--- config.mk ---
export PLATFORM = sky130hd
export DESIGN_NAME = io_port_unit
export DESIGN_NICKNAME = d
export VERILOG_FILES = /design/src/rtl/io_port_unit_pkg.sv /design/src/rtl/io_in_fifo.sv /design/src/rtl/io_port_unit.sv
export SDC_FILE = /design/constraint.sdc
export NUM_CORES = 1
export LEC_CHECK = 0
export BUFFER_PORTS_ARGS = -buffer_cell sky130_fd_sc_hd__buf_4
export CORE_AREA = 2 2 81 122
export CTS_CLUSTER_SIZE = 14
export DETAILED_ROUTE_END_ITERATION = 7
export DIE_AREA = 0 0 83 124
export HOLD_SLACK_MARGIN = 0.03
export PLACE_DENSITY = 0.64
export SYNTH_ARGS = -nofsm -noshare
export SYNTH_HDL_FRONTEND = slang
export SYNTH_SLANG_ARGS = --single-unit
--- constraint.sdc ---
create_clock -name clk -period 5.4 [get_ports clk]
set_clock_uncertainty 0.15 [all_clocks]
set_input_delay 1.08 -clock clk [delete_from_list [all_inputs] [get_ports clk]]
set_output_delay 1.08 -clock clk [all_outputs]
set_load 0.005 [all_outputs]
--- src/rtl/io_port_unit_pkg.sv ---
// Shared defaults and sizing helpers for the I/O port unit and its input FIFO.
package io_port_unit_pkg;

  localparam int DEF_DATA_W      = 16;
  localparam int DEF_IN_DEPTH    = 4;
  localparam int DEF_SYNC_STAGES = 2;

  // Width of a counter that must hold every value from 0 to depth inclusive.
  function automatic int count_w(input int depth);
    return $clog2(depth + 1);
  endfunction

endpackage

--- src/rtl/io_in_fifo.sv ---
// First-word-fall-through FIFO with occupancy count; push/pop arrive already qualified.
module io_in_fifo
  import io_port_unit_pkg::*;
#(
  parameter int DATA_W = DEF_DATA_W,
  parameter int DEPTH  = DEF_IN_DEPTH,
  localparam int CW    = count_w(DEPTH),
  localparam int PW    = $clog2(DEPTH)
) (
  input  logic              clk,
  input  logic              rst,
  input  logic              push,
  input  logic              pop,
  input  logic [DATA_W-1:0] wr_data,
  output logic [DATA_W-1:0] rd_data,
  output logic              empty,
  output logic              full,
  output logic [CW-1:0]     count
);

  logic [DATA_W-1:0] mem [DEPTH];
  logic [PW-1:0]     rd_ptr_reg, rd_ptr_next;
  logic [PW-1:0]     wr_ptr_reg, wr_ptr_next;
  logic [CW-1:0]     count_reg;

  // Explicit wrap so non-power-of-two depths work.
  assign rd_ptr_next = (rd_ptr_reg == PW'(DEPTH - 1)) ? '0 : rd_ptr_reg + 1'b1;
  assign wr_ptr_next = (wr_ptr_reg == PW'(DEPTH - 1)) ? '0 : wr_ptr_reg + 1'b1;

  always_ff @(posedge clk) begin
    if (push) mem[wr_ptr_reg] <= wr_data;
  end

  always_ff @(posedge clk or negedge rst) begin
    if (!rst) begin
      rd_ptr_reg <= '0;
      wr_ptr_reg <= '0;
      count_reg  <= '0;
    end else begin
      if (push) wr_ptr_reg <= wr_ptr_next;
      if (pop)  rd_ptr_reg <= rd_ptr_next;
      case ({push, pop})
        2'b10:   count_reg <= count_reg + 1'b1;
        2'b01:   count_reg <= count_reg - 1'b1;
        default: count_reg <= count_reg;
      endcase
    end
  end

  assign empty   = (count_reg == '0);
  assign full    = (count_reg == CW'(DEPTH));
  assign count   = count_reg;
  assign rd_data = empty ? '0 : mem[rd_ptr_reg];

endmodule

--- src/rtl/io_port_unit.sv ---
// Processor I/O port block: input FIFO, registered output port with strobe, synchronised latched interrupt.
module io_port_unit
  import io_port_unit_pkg::*;
#(
  parameter int DATA_W      = DEF_DATA_W,
  parameter int IN_DEPTH    = DEF_IN_DEPTH,
  parameter int SYNC_STAGES = DEF_SYNC_STAGES,
  parameter bit IRQ_ON_DATA = 1'b0,
  localparam int CW         = count_w(IN_DEPTH)
) (
  input  logic              clk,
  input  logic              rst,
  input  logic              start,
  input  logic [DATA_W-1:0] inputPort,
  input  logic              in_strobe,
  input  logic              in_rd_en,
  output logic [DATA_W-1:0] in_rd_data,
  output logic              in_empty,
  output logic              in_full,
  output logic [CW-1:0]     in_count,
  output logic              in_ovf,
  input  logic              ovf_clr,
  input  logic              out_wr_en,
  input  logic [DATA_W-1:0] out_wr_data,
  output logic [DATA_W-1:0] outputPort,
  output logic              out_strobe,
  input  logic              interrupt,
  input  logic              irq_en,
  output logic              irq_req,
  input  logic              irq_ack
);

  logic push, pop, ovf_set;

  // A pop in the same cycle frees the slot, so a strobe into a full FIFO is accepted then.
  assign push    = in_strobe & start & (~in_full | in_rd_en);
  assign pop     = in_rd_en & ~in_empty;
  assign ovf_set = in_strobe & start & in_full & ~in_rd_en;

  io_in_fifo #(
    .DATA_W (DATA_W),
    .DEPTH  (IN_DEPTH)
  ) u_fifo (
    .clk     (clk),
    .rst     (rst),
    .push    (push),
    .pop     (pop),
    .wr_data (inputPort),
    .rd_data (in_rd_data),
    .empty   (in_empty),
    .full    (in_full),
    .count   (in_count)
  );

  logic ovf_reg;

  always_ff @(posedge clk or negedge rst) begin
    if (!rst)          ovf_reg <= 1'b0;
    else if (ovf_set)  ovf_reg <= 1'b1;
    else if (ovf_clr)  ovf_reg <= 1'b0;
  end

  assign in_ovf = ovf_reg;

  logic [DATA_W-1:0] out_port_reg;
  logic              out_strobe_reg;

  always_ff @(posedge clk or negedge rst) begin
    if (!rst) begin
      out_port_reg   <= '0;
      out_strobe_reg <= 1'b0;
    end else begin
      if (out_wr_en) out_port_reg <= out_wr_data;
      out_strobe_reg <= out_wr_en;
    end
  end

  assign outputPort = out_port_reg;
  assign out_strobe = out_strobe_reg;

  logic [SYNC_STAGES-1:0] sync_reg;
  logic                   sync_prev_reg;
  logic                   pin_rise;
  logic                   pending_reg, pending_next;
  logic                   irq_set;

  always_ff @(posedge clk or negedge rst) begin
    if (!rst) begin
      sync_reg      <= '0;
      sync_prev_reg <= 1'b0;
    end else begin
      sync_reg      <= {sync_reg[SYNC_STAGES-2:0], interrupt};
      sync_prev_reg <= sync_reg[SYNC_STAGES-1];
    end
  end

  assign pin_rise = sync_reg[SYNC_STAGES-1] & ~sync_prev_reg;
  assign irq_set  = start & ((irq_en & pin_rise) | (IRQ_ON_DATA & push & in_empty));

  // A new request outranks an acknowledge arriving in the same cycle.
  always_comb begin
    pending_next = pending_reg;
    if (irq_set)      pending_next = 1'b1;
    else if (irq_ack) pending_next = 1'b0;
  end

  always_ff @(posedge clk or negedge rst) begin
    if (!rst) pending_reg <= 1'b0;
    else      pending_reg <= pending_next;
  end

  assign irq_req = pending_reg;

endmodule

==> impl_metrics.csv <==
group,metric,value,unit
outcome,status,"complete, no violations",
hold_path,hp-start,"sync_reg[0]",
die,die_y,124,um
critical_path,critPathBufInv,2,
sta,fin_tns_setup,0,ns
cts,cts.sinks,93,
cts,cts_tree,"yes",
finish,final_cell_mix,"buf_4, edfxtp_1, dfrtp_1",
route,wl_per_cell,16.0,um
finish,fin_area,4710,um2
cts,clkTransAtPathRegs,0.06,ns
placed_design,globalplace.congestion,0.702,
critical_path,critical_path_peak_fanout,12,
synthesis,avgSynthCellArea,19.5,um2
pwr,p_per_area,478,nW/um2
pwr,combinationalPowerShare,27.1,%
critical_path,endpoint_kind,"output pin",
route,routed_via_density,4.81,
route,first_pass_iters,4,
sta,period_share,60.4,%
pwr,netSwitchingFraction,24.5,%
route,drc,0,
global_routing,grt_max_degree,30,
critical_path,start_kind,"flip-flop",
cts,cts.htree.levels,3,
finish,layout_commonest_cell,"buf_4",
critical_path,reg2reg_to,"u_fifo.count[2]",
die,die_width,83,um
route,drt-total-wl,6260,um
critical_path,reg2reg_depth,9,
finish,diodes,0,
placed_design,place_ws,2.44,ns
route,ant_nets,0,
cts,cts_made_buffers,9,
sta,finalWorstSetupSlack,2.14,ns
die,core_area,9200,um2
global_routing,grt_use_total,13.1,%
global_routing,grt_pass1_wl,10200,um
die,initial_utilization,39.6,%
critical_path,slowest_stage,"dfrtp_1",
die,fp-row-count,43,
critical_path,r2r-start,"u_fifo.count[0]",
pwr,internal_power,1.70,mW
finish,final_net_count,323,
synthesis,synthCells,187,
hold_path,min_to,"sync_reg[1]",
cts,clock_latency,0.33,ns
synthesis,synth_warnings,0,
route,vias,1881,
die,ios,82,
critical_path,cp_slowest_stage_delay,0.55,ns
hold_path,min_path_type,"flip-flop to flip-flop",
placed_design,port_buffers,81,
synthesis,synth_area,3640,um2
sta,report.final.slew_viol_count,0,
synthesis,synth_ff_type,"edfxtp_1",
pwr,irDropWorstVdd,0.000206,V
sta,finalHoldViolations,0,
critical_path,cp_cell_sequence,"buf_4, mux4_2, nor2b_1, buf_4",
sta,hold_ws,0.202,ns
sta,worst_pin_slew,0.885,ns
finish,nFillCells,775,
cts,ctsResizeCount,0,
critical_path,r2r_slack,2.91,ns
synthesis,async_flop_share,31.2,%
hold_path,min_path_cells,0,
finish,area_delta_synth_final,29.5,%
synthesis,syn-num-nets,236,
synthesis,synth_edf_count,64,
critical_path,cpMostUsedCell,"buf_4",
route,drt_iter0_drc,103,
cts,clk_path_buf_depth,2,
synthesis,synth_seq_cells,93,
pwr,pwr-share-clk,31.0,%
placed_design,place_area,4370,um2
critical_path,cp.required,4.17,ns
sta,rsz0062_at_grt,"no",
global_routing,grt_overflow,0,
finish,post-route-util,51.2,%
sta,post-route-min-period,3.26,ns
synthesis,ys_seq_area_share,72.7,%
cts,cts_hold_buffers,0,
pwr,p_leak,1.87,nW
sta,maxClockFrequency,307,MHz
critical_path,arrival,2.03,ns
cts,post_cts_buffers,0,
cts,cts_root_buf,"clkbuf_16",
finish,largest_reg_flops,64,
critical_path,critical_path.top_delay_family,"flip-flops",
synthesis,ys_types,24,
sta,relSlewSlack,41.0,%
global_routing,antenna_found_initial,0,
critical_path,criticalPathCategory,"flip-flop to output pin",
placed_design,place_hpwl,4310,um
sta,setup_violations,0,
pwr,p_seq_share,41.9,%
run,maxCapViolations,0,
die,dieArea,10300,um2
global_routing,grt_pass1_vias,2099,
finish,drive_above_1_share,48.7,%
pwr,p_switching,0.551,mW
cell type report:
type,instances,area (um2),area share [%]
Sequential cell,93,2650,56.2
Multi-Input combinational cell,78,922,19.6
Tap cell,112,140,2.97
Clock buffer,13,282,5.97
Timing Repair Buffer,83,623,13.2
Clock inverter,3,65.1,1.38
Inverter,9,33.8,0.717
worst max path at each step:
stage	from	end	slack (ns)	depth (start not counted)
finish	u_fifo.rd_ptr_reg[0]	in_rd_data[2]	2.14	4
detailed placement	u_fifo.rd_ptr_reg[0]	in_rd_data[11]	2.44	4
global placement	u_fifo.rd_ptr_reg[0]	in_rd_data[4]	2.45	4
floorplan	u_fifo.rd_ptr_reg[0]	in_rd_data[10]	2.80	4
global route	u_fifo.rd_ptr_reg[0]	in_rd_data[6]	1.97	4
CTS	u_fifo.rd_ptr_reg[0]	in_rd_data[11]	2.08	4
cell usage after synthesis (all sizes together) (2+ instances only):
master / number / area share (%)
inv: 9 / 0.93
nor2b: 17 / 2.9
clkbuf: 2 / 0.21
mux2: 20 / 6.4
edfxtp: 64 / 53
xor2: 2 / 0.48
buf: 5 / 0.82
ha: 6 / 2.1
nor2: 3 / 0.31
and2: 4 / 0.69
mux4: 16 / 9.9
dfrtp: 29 / 20
worst reg2reg max path, delay by kind of cell, from the launching register on:
| kind | cells | cell delay, ns |
|---|---|---|
| buf+inv | 2 | 0.13 |
| xor+xnor | 2 | 0.30 |
| compound gates | 1 | 0.28 |
| simple gates | 2 | 0.56 |
| fa+ha+maj | 2 | 0.55 |
| flops | 1 | 0.44 |
power groups by stage:
stage | Sequential (mW) | Clock [mW] | Combinational (mW)
3_5_place_dp | 0.961 | 0 | 0.625
6_report | 0.944 | 0.698 | 0.609
2_1_floorplan | 0.914 | 0 | 0.392
5_1_grt | 0.959 | 0.749 | 0.685
3_3_place_gp | 0.958 | 0 | 0.621
4_1_cts | 0.948 | 0.715 | 0.627
cells by family (layout without fill, tap and decap cells):
| logic type | after synthesis | after routing | synth area share, % |
|---|---|---|---|
| AO/OA/AOI/OAI | 3 | 3 | 0.653 |
| AND/OR/NAND/NOR | 28 | 28 | 4.78 |
| multiplexers | 37 | 37 | 16.6 |
| XOR/XNOR | 3 | 3 | 0.722 |
| flip-flops | 93 | 93 | 72.7 |
| buffers and inverters | 16 | 108 | 1.96 |
| adder cells (fa/ha/maj) | 7 | 7 | 2.61 |
metal layers:
metal	track usage (%)	vias to the layer above	share of wire, %
met5	0	-	0
met4	6.35	0	1.4
met3	4.17	6	6.8
met2	21.6	74	51
met1	15.7	922	41
li1	-	879	-
stage by stage:
step,std cells,total power [mW]
global placement,375,1.58
detailed placement,375,1.59
global route,391,2.39
CTS,391,2.29
floorplan,187,1.31
finish,391,2.25
Note: power is estimated with default switching activity, not from simulation.
